<file path="src/rtl/core_pkg.sv">
// rtl/core_pkg.sv - shared types and helpers for the core clock request controller
package core_pkg;

    typedef enum logic [1:0] {
        RUN   = 2'd0,
        DRAIN = 2'd1,
        SLEEP = 2'd2,
        WAKE  = 2'd3
    } clk_ctrl_state_t;

    // Width of a down-counter that must hold the value v; never narrower than 1 bit.
    function automatic int cnt_w(input int v);
        return (v > 0) ? $clog2(v + 1) : 1;
    endfunction

endpackage

</file>
<file path="src/rtl/core_clock_req_ctrl_if.sv">
// rtl/core_clock_req_ctrl_if.sv - activity/wake inputs and gated-clock request outputs
interface core_clock_req_ctrl_if;
    logic wfi_req;
    logic int_pending;
    logic clk_force_on;
    logic rf_access;
    logic mul_start;
    logic mul_busy;
    logic g_clk_req;
    logic g_clk_rf_req;
    logic g_clk_mul_req;
    logic sleeping;
    logic wake_pulse;

    modport master (
        output wfi_req, int_pending, clk_force_on, rf_access, mul_start, mul_busy,
        input  g_clk_req, g_clk_rf_req, g_clk_mul_req, sleeping, wake_pulse
    );

    modport slave (
        input  wfi_req, int_pending, clk_force_on, rf_access, mul_start, mul_busy,
        output g_clk_req, g_clk_rf_req, g_clk_mul_req, sleeping, wake_pulse
    );
endinterface

</file>
<file path="src/rtl/core_clock_hold_cnt.sv">
// rtl/core_clock_hold_cnt.sv - idle-hold counter keeping a clock request alive after activity
module core_clock_hold_cnt
    import core_pkg::*;
#(
    parameter int HOLD = 4
) (
    input  logic clk,
    input  logic rst_n,
    input  logic activity,
    input  logic clr,
    output logic active
);
    localparam int W = cnt_w(HOLD);
    localparam logic [W-1:0] HOLD_V = W'(HOLD);

    logic [W-1:0] cnt_d;
    logic [W-1:0] cnt_q;

    // clr wins so that activity seen while asleep never re-arms the hold.
    always_comb begin
        cnt_d = cnt_q;
        if (clr) begin
            cnt_d = '0;
        end else if (activity) begin
            cnt_d = HOLD_V;
        end else if (cnt_q != '0) begin
            cnt_d = cnt_q - W'(1);
        end
    end

    always_ff @(posedge clk or negedge rst_n) begin
        if (!rst_n) begin
            cnt_q <= '0;
        end else begin
            cnt_q <= cnt_d;
        end
    end

    assign active = (cnt_q != '0);
endmodule

</file>
<file path="src/rtl/core_clock_req_ctrl.sv">
// rtl/core_clock_req_ctrl.sv - WFI sleep/wake sequencer and gated-clock request generation
module core_clock_req_ctrl
    import core_pkg::*;
#(
    parameter int CLK_GATE_EN   = 1,
    parameter int RF_IDLE_HOLD  = 4,
    parameter int MUL_IDLE_HOLD = 8,
    parameter int DRAIN_CYCLES  = 2,
    parameter int WAKE_CYCLES   = 2
) (
    input  logic                  f_clk,
    input  logic                  g_resetn,
    core_clock_req_ctrl_if.slave  bus
);
    generate
        if (CLK_GATE_EN != 0) begin : g_gate
            localparam int WAKE_LD = (WAKE_CYCLES < 1) ? 1 : WAKE_CYCLES;
            localparam int DW      = cnt_w(DRAIN_CYCLES);
            localparam int WW      = cnt_w(WAKE_LD);
            localparam logic [DW-1:0] DRAIN_V = DW'(DRAIN_CYCLES);
            localparam logic [WW-1:0] WAKE_V  = WW'(WAKE_LD);

            clk_ctrl_state_t state_d, state_q;
            logic [DW-1:0]   drain_cnt_d, drain_cnt_q;
            logic [WW-1:0]   wake_cnt_d, wake_cnt_q;
            logic            wake_pulse_d, wake_pulse_q;
            logic            rf_active, mul_active;
            logic            in_sleep;
            logic            wake_src;

            assign in_sleep = (state_q == SLEEP);
            assign wake_src = bus.int_pending | bus.clk_force_on;

            core_clock_hold_cnt #(.HOLD(RF_IDLE_HOLD)) u_rf_hold (
                .clk      (f_clk),
                .rst_n    (g_resetn),
                .activity (bus.rf_access),
                .clr      (in_sleep),
                .active   (rf_active)
            );

            core_clock_hold_cnt #(.HOLD(MUL_IDLE_HOLD)) u_mul_hold (
                .clk      (f_clk),
                .rst_n    (g_resetn),
                .activity (bus.mul_start | bus.mul_busy),
                .clr      (in_sleep),
                .active   (mul_active)
            );

            // Drain/wake counters hold the cycles remaining including the current one,
            // so a load of N spends exactly N cycles in the state.
            always_comb begin
                state_d      = state_q;
                drain_cnt_d  = drain_cnt_q;
                wake_cnt_d   = wake_cnt_q;
                wake_pulse_d = 1'b0;
                case (state_q)
                    RUN: begin
                        if (bus.wfi_req & ~wake_src & ~bus.mul_busy & ~bus.mul_start) begin
                            state_d     = DRAIN;
                            drain_cnt_d = DRAIN_V;
                        end
                    end
                    DRAIN: begin
                        if (wake_src | ~bus.wfi_req) begin
                            state_d = RUN;
                        end else if ((drain_cnt_q <= DW'(1)) & ~rf_active & ~mul_active
                                     & ~bus.mul_busy & ~bus.rf_access) begin
                            state_d     = SLEEP;
                            drain_cnt_d = '0;
                        end else if (drain_cnt_q != '0) begin
                            drain_cnt_d = drain_cnt_q - DW'(1);
                        end
                    end
                    SLEEP: begin
                        if (wake_src) begin
                            state_d    = WAKE;
                            wake_cnt_d = WAKE_V;
                        end
                    end
                    WAKE: begin
                        if (wake_cnt_q <= WW'(1)) begin
                            state_d      = RUN;
                            wake_cnt_d   = '0;
                            wake_pulse_d = 1'b1;
                        end else begin
                            wake_cnt_d = wake_cnt_q - WW'(1);
                        end
                    end
                    default: state_d = RUN;
                endcase
            end

            always_ff @(posedge f_clk or negedge g_resetn) begin
                if (!g_resetn) begin
                    state_q      <= RUN;
                    drain_cnt_q  <= '0;
                    wake_cnt_q   <= '0;
                    wake_pulse_q <= 1'b0;
                end else begin
                    state_q      <= state_d;
                    drain_cnt_q  <= drain_cnt_d;
                    wake_cnt_q   <= wake_cnt_d;
                    wake_pulse_q <= wake_pulse_d;
                end
            end

            assign bus.g_clk_req     = ~in_sleep | bus.clk_force_on;
            assign bus.g_clk_rf_req  = bus.clk_force_on | (~in_sleep & (bus.rf_access | rf_active));
            assign bus.g_clk_mul_req = bus.clk_force_on |
                                       (~in_sleep & (bus.mul_start | bus.mul_busy | mul_active));
            assign bus.sleeping      = in_sleep;
            assign bus.wake_pulse    = wake_pulse_q;
        end else begin : g_no_gate
            assign bus.g_clk_req     = 1'b1;
            assign bus.g_clk_rf_req  = 1'b1;
            assign bus.g_clk_mul_req = 1'b1;
            assign bus.sleeping      = 1'b0;
            assign bus.wake_pulse    = 1'b0;
        end
    endgenerate
endmodule

</file>
<file path="src/flat_wrapper.sv">
// flat-port wrapper written by rule: the top's interface ports become plain ports
module core_clock_req_ctrl_flat import core_pkg::*;
#(
    parameter int CLK_GATE_EN   = 1,
    parameter int RF_IDLE_HOLD  = 4,
    parameter int MUL_IDLE_HOLD = 8,
    parameter int DRAIN_CYCLES  = 2,
    parameter int WAKE_CYCLES   = 2
)
  (f_clk, g_resetn, bus_wfi_req, bus_int_pending, bus_clk_force_on, bus_rf_access, bus_mul_start, bus_mul_busy, bus_g_clk_req, bus_g_clk_rf_req, bus_g_clk_mul_req, bus_sleeping, bus_wake_pulse);
  core_clock_req_ctrl_if bus_i ();
  input  logic f_clk;
  input  logic g_resetn;
  input wire logic [$bits(bus_i.wfi_req)-1:0] bus_wfi_req;
  input wire logic [$bits(bus_i.int_pending)-1:0] bus_int_pending;
  input wire logic [$bits(bus_i.clk_force_on)-1:0] bus_clk_force_on;
  input wire logic [$bits(bus_i.rf_access)-1:0] bus_rf_access;
  input wire logic [$bits(bus_i.mul_start)-1:0] bus_mul_start;
  input wire logic [$bits(bus_i.mul_busy)-1:0] bus_mul_busy;
  output wire logic [$bits(bus_i.g_clk_req)-1:0] bus_g_clk_req;
  output wire logic [$bits(bus_i.g_clk_rf_req)-1:0] bus_g_clk_rf_req;
  output wire logic [$bits(bus_i.g_clk_mul_req)-1:0] bus_g_clk_mul_req;
  output wire logic [$bits(bus_i.sleeping)-1:0] bus_sleeping;
  output wire logic [$bits(bus_i.wake_pulse)-1:0] bus_wake_pulse;
  assign bus_i.wfi_req = bus_wfi_req;
  assign bus_i.int_pending = bus_int_pending;
  assign bus_i.clk_force_on = bus_clk_force_on;
  assign bus_i.rf_access = bus_rf_access;
  assign bus_i.mul_start = bus_mul_start;
  assign bus_i.mul_busy = bus_mul_busy;
  assign bus_g_clk_req = bus_i.g_clk_req;
  assign bus_g_clk_rf_req = bus_i.g_clk_rf_req;
  assign bus_g_clk_mul_req = bus_i.g_clk_mul_req;
  assign bus_sleeping = bus_i.sleeping;
  assign bus_wake_pulse = bus_i.wake_pulse;
  core_clock_req_ctrl #(.CLK_GATE_EN(CLK_GATE_EN), .RF_IDLE_HOLD(RF_IDLE_HOLD), .MUL_IDLE_HOLD(MUL_IDLE_HOLD), .DRAIN_CYCLES(DRAIN_CYCLES), .WAKE_CYCLES(WAKE_CYCLES)) u_core (.f_clk(f_clk), .g_resetn(g_resetn), .bus(bus_i));
endmodule
</file>
<file path="config.mk">
export PLATFORM = sky130hd
export DESIGN_NAME = core_clock_req_ctrl_flat
export DESIGN_NICKNAME = d
export VERILOG_FILES = /design/src/rtl/core_pkg.sv /design/src/rtl/core_clock_req_ctrl_if.sv /design/src/rtl/core_clock_hold_cnt.sv /design/src/rtl/core_clock_req_ctrl.sv /design/src/flat_wrapper.sv
export SDC_FILE = /design/constraint.sdc
export NUM_CORES = 1
export LEC_CHECK = 0
export CORE_MARGIN = 2
export CORE_UTILIZATION = 39
export CTS_CLUSTER_DIAMETER = 80
export DETAILED_ROUTE_END_ITERATION = 6
export GPL_TIMING_DRIVEN = 0
export PLACE_DENSITY = 0.7
export SYNTH_ARGS = -nofsm -noshare
export SYNTH_HDL_FRONTEND = slang
export SYNTH_HIERARCHICAL = 1
export SYNTH_SLANG_ARGS = --single-unit
</file>
<file path="constraint.sdc">
create_clock -name f_clk -period 4.7 [get_ports f_clk]
set_input_delay 0.705 -clock f_clk [delete_from_list [all_inputs] [get_ports f_clk]]
set_output_delay 0.705 -clock f_clk [all_outputs]
set_load 0.1 [all_outputs]
</file>
* Word-level counts from Yosys, hierarchy flattened
Index checks and enable logic that the tools add are counted.
** Operators by class
- $add $sub $neg :: 4
- $mul :: 0
- Divide/modulo/power cells :: 0
- $lt $le $gt $ge :: 2
- Equal/unequal tests :: 9
- Shift operators :: 0
- Multiplexer cells :: 22
- Bitwise logic cells :: 25
- Reduce and logical (&&, ||, !) cells :: 11
** Operators by type and width (count)
- $mux 2 :: 11
- $mux 4 :: 3
- $and 1x1->1 :: 9
- $mux 3 :: 3
- $reduce_bool 3->1 :: 3
- $not 1->1 :: 8
- $or 1x1->1 :: 8
- $pmux 2 s2 :: 2
- $pmux 2 s4 :: 1
- $reduce_and 4->1 :: 2
- $ne 3x1->1 const B :: 2
- $reduce_bool 2->1 :: 3
- $eq 2x2->1 const B :: 2
- $le 2x1->1 const B :: 2
- $ne 2x1->1 const B :: 2
- $ne 2x2->1 const B :: 2
- $reduce_bool 4->1 :: 1
- $sub 2x1->2 const B :: 2
- $sub 4x1->4 const B :: 1
- $sub 3x1->3 const B :: 1
- $eq 2x1->1 const B :: 1
- $logic_not 2->1 :: 1
- $mux 1 :: 2
- $reduce_and 2->1 :: 1
** Storage, ports and cells
- Register bits :: 14
- Latch bits :: 0
- Memory bits (writable) :: 0
- Memory bits (read-only) :: 0
- Input bits :: 8
- Output and inout bits :: 5
- Word-level logic and storage cells :: 79
- Memories :: 0

* Depth between registers and ports, before layout
Gate-level depths: netlist of the first run.
- Depth in word-level cells :: 9
- Mapped depth :: 8

* By module
Netlist of the first run, hierarchy kept.
** Modules (own cells, without submodules)
- core_clock_req_ctrl :: times used 1, cells each 48, area an instance 489.2 µm²
- core_clock_hold_cnt at u_core.g_gate.u_mul_hold :: times used 1, cells each 21, area an instance 205.2 µm²
- core_clock_hold_cnt at u_core.g_gate.u_rf_hold :: times used 1, cells each 16, area an instance 177.7 µm²

* Worst setup path before layout of the first run
OpenSTA, ideal clock, no wires.
- Kind :: register -> output
- From :: register u_core.g_gate.state_q[0]
- To :: output port bus_g_clk_mul_req
- Arrival :: 3.446 ns
- Data required time :: 3.995 ns
- Slack :: 0.549 ns
- Cell stages (with the launch flop) :: 4
- Path buffers :: 1
- Path through :: dfrtp_1 clkbuf_1 nor2_1 o21bai_1
** On the way
- Cells in the longest elaborated chain, start to end :: 4
** RTL lines
- from (decl) :: RTL line core_clock_req_ctrl.sv:23 : clk_ctrl_state_t state_d, state_q;
- from (signal assigned) :: RTL line core_clock_req_ctrl.sv:101 : state_q <= state_d;
- $eq 2x2->1 :: RTL line core_clock_req_ctrl.sv:31 : assign in_sleep = (state_q == SLEEP);
- named net bus_sleeping :: RTL line flat_wrapper.sv:23 : output wire logic [$bits(bus_i.sleeping)-1:0] bus_sleeping;
- $not 1->1 :: RTL line core_clock_req_ctrl.sv:111 : (~in_sleep & (bus.mul_start | bus.mul_busy | mul_active));
- $and 1x1->1 :: RTL line core_clock_req_ctrl.sv:111
- $or 1x1->1 :: RTL line core_clock_req_ctrl.sv:110 : assign bus.g_clk_mul_req = bus.clk_force_on |
- to (decl) :: RTL line flat_wrapper.sv:22 : output wire logic [$bits(bus_i.g_clk_mul_req)-1:0] bus_g_clk_mul_req;
The timed path passes the listed nets, and every way through them passes these cells.

* Final worst setup path of the first run
- From :: register u_core.g_gate.state_q[0]
- To :: output port bus_sleeping
** On the way
- Cells in the longest elaborated chain, start to end :: 1
** RTL lines (RTL line)
- $eq 2x2->1 :: core_clock_req_ctrl.sv:31
- to (decl) :: flat_wrapper.sv:23
Every way passes these cells.

==> results of run 1 <==
[synth_stat cells, drive strengths merged (2+ instances only)]
| cell | number |
|---|---|
| xnor2 | 2 |
| o21ai | 6 |
| ha | 5 |
| o21bai | 2 |
| mux2 | 2 |
| a211oi | 2 |
| a2111oi | 2 |
| dfrtp | 14 |
| nor3 | 5 |
| a21oi | 2 |
| inv | 8 |
| nand2 | 2 |
| clkbuf | 2 |
| nor2 | 14 |
[critical path, delay by kind of cell, from the launching register on]
kind                   cells  cell delay (ps)
buffers and inverters      2             1500
AND/OR/NAND/NOR            1              600
flip-flops                 1              450
[metrics by stage]
step | total power [mW] | worst slack (ps) | util (%)
final | 0.424 | 1150 | 49.0
after global routing | 0.455 | 1000 | 49.0
after CTS | 0.427 | 1110 | 49.0
after detailed placement | 0.340 | 1160 | 47.3
after global placement | 0.333 | 1160 | 47.3
after floorplan | 0.303 | 549 | -
[power by group through the flow]
stage                     Sequential (mW)  Clock, mW  Combinational, mW
after floorplan                     0.169          0              0.134
after global placement              0.172          0              0.161
after detailed placement            0.173          0              0.167
after CTS                           0.172     0.0880              0.167
after global routing                0.175     0.0944              0.185
final                               0.172     0.0848              0.168
[area by class of cell]
cell class | instances | area share (%)
Clock buffer | 4 | 3.41
Multi-Input combinational cell | 60 | 44.5
Buffer | 3 | 1.76
Inverter | 8 | 2.82
Tap cell | 28 | 3.29
Sequential cell | 14 | 32.9
Timing Repair Buffer | 12 | 11.3
[cells by family after synthesis]
kind of cell             synth area share, %
AND/OR/NAND/NOR                         21.2
AO/OA/AOI/OAI                           19.7
buffers and inverters                   5.60
XOR/XNOR                                2.01
adder cells (fa/ha/maj)                 7.17
multiplexers                            4.16
flip-flops                              40.2
[flip-flops by register name, indices dropped and copies added, names as in the netlist, named ones only]
name / count
u_core/g_gate.u_mul_hold/cnt_q: 4
u_core/g_gate.wake_cnt_q: 2
u_core/g_gate.u_rf_hold/cnt_q: 3
u_core/g_gate.drain_cnt_q: 2
u_core/bus.wake_pulse: 1
u_core/g_gate.state_q: 1
[metal layers]
metal,up-vias,part of all wire [%],global-route usage (%)
met2,7,51,24.0
met1,331,45,18.4
li1,336,-,-
met3,2,3.5,5.56
met4,0,0.37,2.63
met5,-,0,0
[worst paths after layout]
kind	start	end	slack [ps]	depth (start not counted)
max	u_core/g_gate.state_q[0]	bus_sleeping	1150	3
min	u_core/g_gate.wake_cnt_q[0]	u_core/g_gate.wake_cnt_q[0]	510	1
max reg2reg	u_core/g_gate.u_mul_hold/cnt_q[0]	u_core/g_gate.drain_cnt_q[1]	2460	8
min reg2reg	u_core/g_gate.wake_cnt_q[0]	u_core/g_gate.wake_cnt_q[0]	510	1
max in group asynchronous	g_resetn	u_core/g_gate.u_rf_hold/cnt_q[1]	3480	1
min in group asynchronous	g_resetn	u_core/bus.wake_pulse	810	1
==> out/metrics.yaml, run 1 <==
io-pin-count: 13
antenna_left: 0
post-cts-setup-buffers: 0
cts.root.buffer_cell: "clkbuf_4"
p_sw_mw: 0.156
p_comb_share_pct: 39.6
die_w_microns: 51.3
synthFlopType: "dfrtp_1"
synth.largest_area_cell: "dfrtp_1"
setup_viol: 0
syn_area_per_cell_sq_um: 10.3
cp_max_fo: 10
antenna_cells: 0
drv_cap: 0
pwr-share-seq_pct: 40.4
detail_route.wirelength_mm: 1.63
dp.cells: 125
ys_types: 36
ys_seq_area_share_pct: 40.2
cp_slowest_cell: "clkdlybuf4s50_1"
final_layout_size_suffix_gt1_share_pct: 14.9
crit_chain: "clkbuf_1, nor2_1, clkdlybuf4s50_1"
ys_top_cells_by_area: "dfrtp_1 40%, ha_1 7.2%, nor2_1 5.6%"
clk_latency_ps: 280
holdCritPathClass: "reg -> reg"
grt_pass1_wl_mm: 2.88
grt_max_degree: 15
htree_num_levels: 1
core_area_sq_um: 2170
post-route-period-util_pct: 75.6
timing.hold.ws_ps: 507
end_kind: "output pin"
final_cell_mix: "14 x dfrtp_1, 13 x nor2_1, 12 x clkdlybuf4s50_1"
cp.required_ps: 3990
final_area_sq_um: 1060
fin_skew_ps: 6.38
synth-seq-cells: 14
postCtsResizedCells: 0
slew_headroom_pct: 35.6
fill_cells: 224
synth_edf_count: 0
tns_ps: 0
multi_input_area_sq_um: 473
dieHeight_microns: 51.3
drtIter0Drc: 10
dp_hpwl_mm: 1.25
clkSinkCount: 14
final_common_cell: "dfrtp_1"
start_util_pct: 40.2
synthArstFlopShare_pct: 100
synth_fp_nets: 98
postPlaceCellArea_sq_um: 1030
gr-usage-all-layers_pct: 14.6
finalMaxSlewViolations: 0
clock_path_buffers: 2
p_per_area_nw_per_um2: 399
wl_per_cell_microns: 12.7
synthToLayoutAreaGrowth_pct: 22.0
p_clk_share_pct: 20.0
hold_buffers: 0
globalplace.congestion: 0.746
cts_tree: "yes"
port_buffers: 12
fmax_mhz: 282
clk_pin_slew_ps: 80
cts-buffers-inserted: 3
grt_pass1_vias: 668
switching_share_pct: 36.9
drc: 0
gr-total-overflow: 0
vias: 676
regArea_sq_um: 350
startpoint_type: "register"
die-area_sq_um: 2630
syn_area_sq_um: 872
fin_cells: 129
nets: 115
p_int_mw: 0.268
ys_warn_count: 6
status: "finished, final reports clean"
max_stage_delay_ps: 1260
yosysTopAreaCellShare_pct: 40.2
worst-slew-pin-transition_ps: 963
cp_data_arrival_time_ps: 2850
first_pass_iters: 4
final.min_clock_period_ps: 3550
rsz0062_at_grt: "no"
p_leak_nw: 0.431
num_rows: 17
max-vdd-ir-drop_uv: 291
final_hold_viol_count: 0
syn_inst: 85
critical_path_class: "reg -> out"
vias_per_cell: 5.24
antenna_found_initial: 0
Note: power is estimated with default switching activity, not from simulation.
==> run 2: changes to the inputs <==
==> constraint.sdc (replaced) <==
create_clock -name f_clk -period 3.5 [get_ports f_clk]
set_input_delay 0.525 -clock f_clk [delete_from_list [all_inputs] [get_ports f_clk]]
set_output_delay 0.525 -clock f_clk [all_outputs]
set_load 0.1 [all_outputs]
==> out/metrics.yaml, run 2 (synthesis gave the netlist of run 1 again) <==
final.min_clock_period_ps: 3300
max-vdd-ir-drop_uv: 268  # -7.8%
startpoint_type: "register"
num_rows: 17  # unchanged
fmax_mhz: 303
drtIter0Drc: 2  # -8
power_mw: 0.545  # +29%
nets: 115  # unchanged
slew_headroom_pct: 35.3  # -0.31 points
final_layout_size_suffix_gt1_share_pct: 15.0  # +0.15 points
cts-buffers-inserted: 3  # unchanged
r2r_cells: 8  # unchanged
final_util_pct: 48.5  # -0.52 points
wl_per_cell_microns: 13.1  # +3.7%
setup_ws_ps: 202  # -946 ps
clkSinkCount: 14  # unchanged
vias_per_cell: 5.22  # -0.41%
die-area_sq_um: 2630  # unchanged
grt_max_degree: 15  # unchanged
final_cell_mix: "14 x dfrtp_1, 12 x clkdlybuf4s50_1, 12 x nor2_1"
r2r-end: "u_core/g_gate.drain_cnt_q[1]"
cp-startpoint: "u_core/g_gate.u_mul_hold/cnt_q[0]"
antenna_found_initial: 0  # unchanged
multi_input_area_sq_um: 475  # +0.53%
hold_buffers: 0  # unchanged
antenna_left: 0  # unchanged
cp_max_fo: 5  # -5
dieHeight_microns: 51.3  # unchanged
clk_latency_ps: 270  # about the same
status: "finished, final reports clean"
gr-usage-all-layers_pct: 15.0  # +0.41 points
drc: 0  # unchanged
fill_cells: 227  # +1.3%
hp-start: "u_core/g_gate.wake_cnt_q[0]"
reg2reg_slack_ps: 1250  # -1210 ps
clk_pin_slew_ps: 80  # about the same
cp_data_arrival_time_ps: 2770  # -80 ps
fin_cells: 128  # -0.78%
cts.root.buffer_cell: "clkbuf_4"
final_hold_viol_count: 0  # unchanged
detail_route.wirelength_mm: 1.68  # +2.9%
rsz0062_at_grt: "no"
end_kind: "output pin"
p_leak_nw: 0.423  # -1.8%
p_per_area_nw_per_um2: 518  # +30%
critical_path_class: "reg -> out"
timing.hold.ws_ps: 495  # -11.2 ps
io-pin-count: 13  # unchanged
hold_depth: 1  # unchanged
first_pass_iters: 3  # -1
clock_path_buffers: 2  # unchanged
postCtsResizedCells: 0  # unchanged
vias: 668  # -1.2%
holdCritPathClass: "reg -> reg"
start_util_pct: 40.2  # unchanged
dp.cells: 125  # unchanged
drv_cap: 0  # unchanged
tns_ps: 0  # unchanged
globalplace.congestion: 0.738  # -1.1%
setup_viol: 0  # unchanged
grt_pass1_wl_mm: 2.90  # +0.69%
final_common_cell: "dfrtp_1"
port_buffers: 12  # unchanged
final_area_sq_um: 1050  # -1.1%
cp.required_ps: 2970  # -1020 ps
core_area_sq_um: 2170  # unchanged
pre_cts_ws_ps: 294  # -862 ps
die_w_microns: 51.3  # unchanged
htree_num_levels: 1  # unchanged
fin_skew_ps: 1.58  # -4.80 ps
gr-total-overflow: 0  # unchanged
antenna_cells: 0  # unchanged
post-route-period-util_pct: 94.2
post-cts-setup-buffers: 0  # unchanged
dp_hpwl_mm: 1.30  # +3.9%
regArea_sq_um: 350  # unchanged
finalMaxSlewViolations: 0  # unchanged
grt_pass1_vias: 663  # -0.75%
synthToLayoutAreaGrowth_pct: 20.7
worst-slew-pin-transition_ps: 967  # +4.69 ps
largest_register: "u_core/g_gate.u_mul_hold/cnt_q"
postPlaceCellArea_sq_um: 1030  # +0.24%
largest_reg_flops: 4  # unchanged
reg_top3: "u_core/g_gate.u_mul_hold/cnt_q x4, u_core/g_gate.u_rf_hold/cnt_q x3"
min_delay_worst_endpoint: "u_core/g_gate.wake_cnt_q[0]"
cts_tree: "yes"
reg2reg_from: "u_core/g_gate.u_mul_hold/cnt_q[0]"
==> run 2: cell types whose count changed in the layout (fill, tap and decap cells not counted), sizes merged <==
| cell | before | now |
|---|---|---|
| clkbuf | 6 | 5 |
==> run 2: how the worst max path moves through the flow <==
stage	slack, ps	to
CTS	190	bus_g_clk_mul_req
finish	200	bus_g_clk_mul_req
global placement	320	bus_g_clk_mul_req
detailed placement	290	bus_g_clk_mul_req
global route	80	bus_g_clk_mul_req
floorplan	350	bus_g_clk_mul_req
==> run 2: critical path: stages, from the launching register on <==
cell and delay (ps):
dfrtp_1 400, inv_1 60, ha_1 230, or3b_1 170
clkbuf_1 270, nor2_1 90, o21bai_1 130, clkdlybuf4s50_1 1150
==> run 2: final cells by class <==
| class | instances | share of cell area [%] |
|---|---|---|
| Buffer | 3 | 1.78 |
| Timing Repair Buffer | 12 | 11.4 |
| Multi-Input combinational cell | 60 | 45.2 |
| Sequential cell | 14 | 33.3 |
| Tap cell | 28 | 3.33 |
| Inverter | 8 | 2.85 |
| Clock buffer | 3 | 2.14 |
==> run 2: layer usage <==
layer / vias to the layer above / track usage (%) / wire length [microns]
li1: 331 / - / -
met1: 323 / 18.5 / 757
met2: 12 / 26.2 / 840
met3: 2 / 2.63 / 69
met4: 0 / 5.26 / 14
met5: - / 0 / 0
==> run 2: power by group <==
| group | total (mW) | leakage (nW) | switching, mW | internal (mW) |
|---|---|---|---|---|
| Clock | 0.0904 | 0.0138 | 0.0505 | 0.0399 |
| Combinational | 0.226 | 0.242 | 0.128 | 0.0973 |
| Sequential | 0.229 | 0.167 | 0.0301 | 0.199 |
| Total | 0.545 | 0.423 | 0.209 | 0.337 |
==> run 3: changes to the inputs <==
--- a/config.mk
+++ b/config.mk
@@ -5,7 +5,7 @@
 export SDC_FILE = /design/constraint.sdc
 export NUM_CORES = 1
 export LEC_CHECK = 0
-export CORE_MARGIN = 2
+export CORE_MARGIN = 5
 export CORE_UTILIZATION = 39
 export CTS_CLUSTER_DIAMETER = 80
 export DETAILED_ROUTE_END_ITERATION = 6
==> out/metrics.yaml, run 3 (synthesis gave the netlist of run 1 again) <==
die-area_sq_um: 3280  # +25%
final_hold_viol_count: 0  # unchanged
max_stage_delay_ps: 1150  # about the same
post-route-period-util_pct: 94.6  # +0.32 points
clk_latency_ps: 280  # about the same
hold_depth: 1  # unchanged
grt_max_degree: 15  # unchanged
cp_max_fo: 5  # unchanged
vias: 670  # +0.30%
detail_route.wirelength_mm: 1.72  # +2.0%
clkSinkCount: 14  # unchanged
fin_skew_ps: 5.06  # +3.48 ps
dp_hpwl_mm: 1.31  # +0.31%
largest_register: "u_core/g_gate.u_mul_hold/cnt_q"
hold_buffers: 0  # unchanged
vias_per_cell: 5.19  # -0.48%
end_kind: "output pin"
power_mw: 0.573  # +5.0%
drv_cap: 0  # unchanged
core_area_sq_um: 2170  # unchanged
wl_per_cell_microns: 13.3  # +1.2%
drtIter0Drc: 28  # +26
drc: 0  # unchanged
holdCritPathClass: "reg -> reg"
critical_path_class: "reg -> out"
final_common_cell: "dfrtp_1"
post-cts-setup-buffers: 0  # unchanged
cp.required_ps: 2970  # about the same
final_util_pct: 49.1  # +0.63 points
port_buffers: 12  # unchanged
clk_pin_slew_ps: 90  # about the same
reg2reg_slack_ps: 1250  # about the same
final_cell_mix: "14 x dfrtp_1, 12 x clkdlybuf4s50_1, 12 x nor2_1"
slew_headroom_pct: 35.6  # +0.25 points
start_util_pct: 40.2  # unchanged
htree_num_levels: 1  # unchanged
nets: 115  # unchanged
grt_pass1_wl_mm: 3.12  # +7.4%
hp-start: "u_core/g_gate.wake_cnt_q[0]"
largest_reg_flops: 4  # unchanged
rsz0062_at_grt: "no"
first_pass_iters: 4  # +1
setup_viol: 0  # unchanged
status: "finished, final reports clean"
gr-usage-all-layers_pct: 12.4  # -2.6 points
cp_slowest_cell: "clkdlybuf4s50_1"
io-pin-count: 13  # unchanged
synthToLayoutAreaGrowth_pct: 22.2
pre_cts_ws_ps: 291  # -2.41 ps
fmax_mhz: 302  # -0.34%
cts_tree: "yes"
dieHeight_microns: 57.3  # +12%
max-vdd-ir-drop_uv: 290  # +8.0%
timing.hold.ws_ps: 497  # +1.94 ps
crit_chain: "inv_1, ha_1, or3b_1, clkbuf_1, nor2_1, o21bai_1, clkdlybuf4s50_1"
grt_pass1_vias: 692  # +4.4%
tns_ps: 0  # unchanged
reg_top3: "u_core/g_gate.u_mul_hold/cnt_q x4, u_core/g_gate.u_rf_hold/cnt_q x3"
setup_ws_ps: 191  # -11.3 ps
min_delay_worst_endpoint: "u_core/g_gate.wake_cnt_q[0]"
cp_data_arrival_time_ps: 2780  # about the same
r2r_cells: 8  # unchanged
antenna_left: 0  # unchanged
cts.root.buffer_cell: "clkbuf_4"
globalplace.congestion: 0.795  # +7.7%
r2r-end: "u_core/g_gate.drain_cnt_q[1]"
clock_path_buffers: 2  # unchanged
p_per_area_nw_per_um2: 537  # +3.7%
p_leak_nw: 0.431  # +1.7%
antenna_found_initial: 0  # unchanged
reg2reg_from: "u_core/g_gate.u_mul_hold/cnt_q[0]"
num_rows: 17  # unchanged
postCtsResizedCells: 0  # unchanged
worst-slew-pin-transition_ps: 964  # -3.69 ps
final.min_clock_period_ps: 3310  # +11.3 ps
die_w_microns: 57.3  # +12%
startpoint_type: "register"
gr-total-overflow: 0  # unchanged
finalMaxSlewViolations: 0  # unchanged
cts-buffers-inserted: 3  # unchanged
final_layout_size_suffix_gt1_share_pct: 15.8  # +0.84 points
antenna_cells: 0  # unchanged
run 3: cell types whose count changed in the layout (fill, tap and decap cells not counted), sizes merged:
cell    change
clkbuf      +1
run 3: worst max-delay path by stage:
stage                                                 start           endpoint  depth (start not counted)
after floorplan                    u_core/g_gate.state_q[0]  bus_g_clk_mul_req                          3
after global placement                         bus_mul_busy  bus_g_clk_mul_req                          6
after detailed placement                       bus_mul_busy  bus_g_clk_mul_req                          6
after CTS                 u_core/g_gate.u_mul_hold/cnt_q[0]  bus_g_clk_mul_req                          7
after global routing      u_core/g_gate.u_mul_hold/cnt_q[0]  bus_g_clk_mul_req                          7
final                     u_core/g_gate.u_mul_hold/cnt_q[0]  bus_g_clk_mul_req                          7
run 3: metal layers:
layer	track usage [%]	wire, microns	part of all wire (%)
met1	16.1	833	49
met2	18.6	769	45
met3	3.85	83	4.8
met4	5.96	29	1.7
met5	0	0	0
run 3: report_power, final:
| group | leakage [nW] | internal (mW) | switching, mW |
|---|---|---|---|
| registers | 0.167 | 0.199 | 0.0292 |
| logic | 0.242 | 0.0975 | 0.130 |
| clock network | 0.0210 | 0.0633 | 0.0538 |
run 3: layout make-up:
type                            count  area, sq um
Sequential cell                    14          350
Clock buffer                        4         36.3
Fill cell                         217         1100
Multi-Input combinational cell     60          475
Buffer                              3         18.8
Inverter                            8         30.0
Timing Repair Buffer               12          120
Tap cell                           28         35.0
run 3: critical path: cells and delay by family (launching register included):
| kind | cells | cell delay [ps] |
|---|---|---|
| DFF | 1 | 400 |
| and+or+nand+nor | 2 | 260 |
| adders and majority gates | 1 | 230 |
| AOI/OAI and AO/OA | 1 | 140 |
| buffers and inverters | 3 | 1470 |
run 3: per-stage QoR:
stage	instances	instance area (sq um)
2_1_floorplan	85	875
3_3_place_gp	125	1030
3_5_place_dp	125	1030
4_1_cts	129	1070
5_1_grt	129	1070
6_report	129	1070
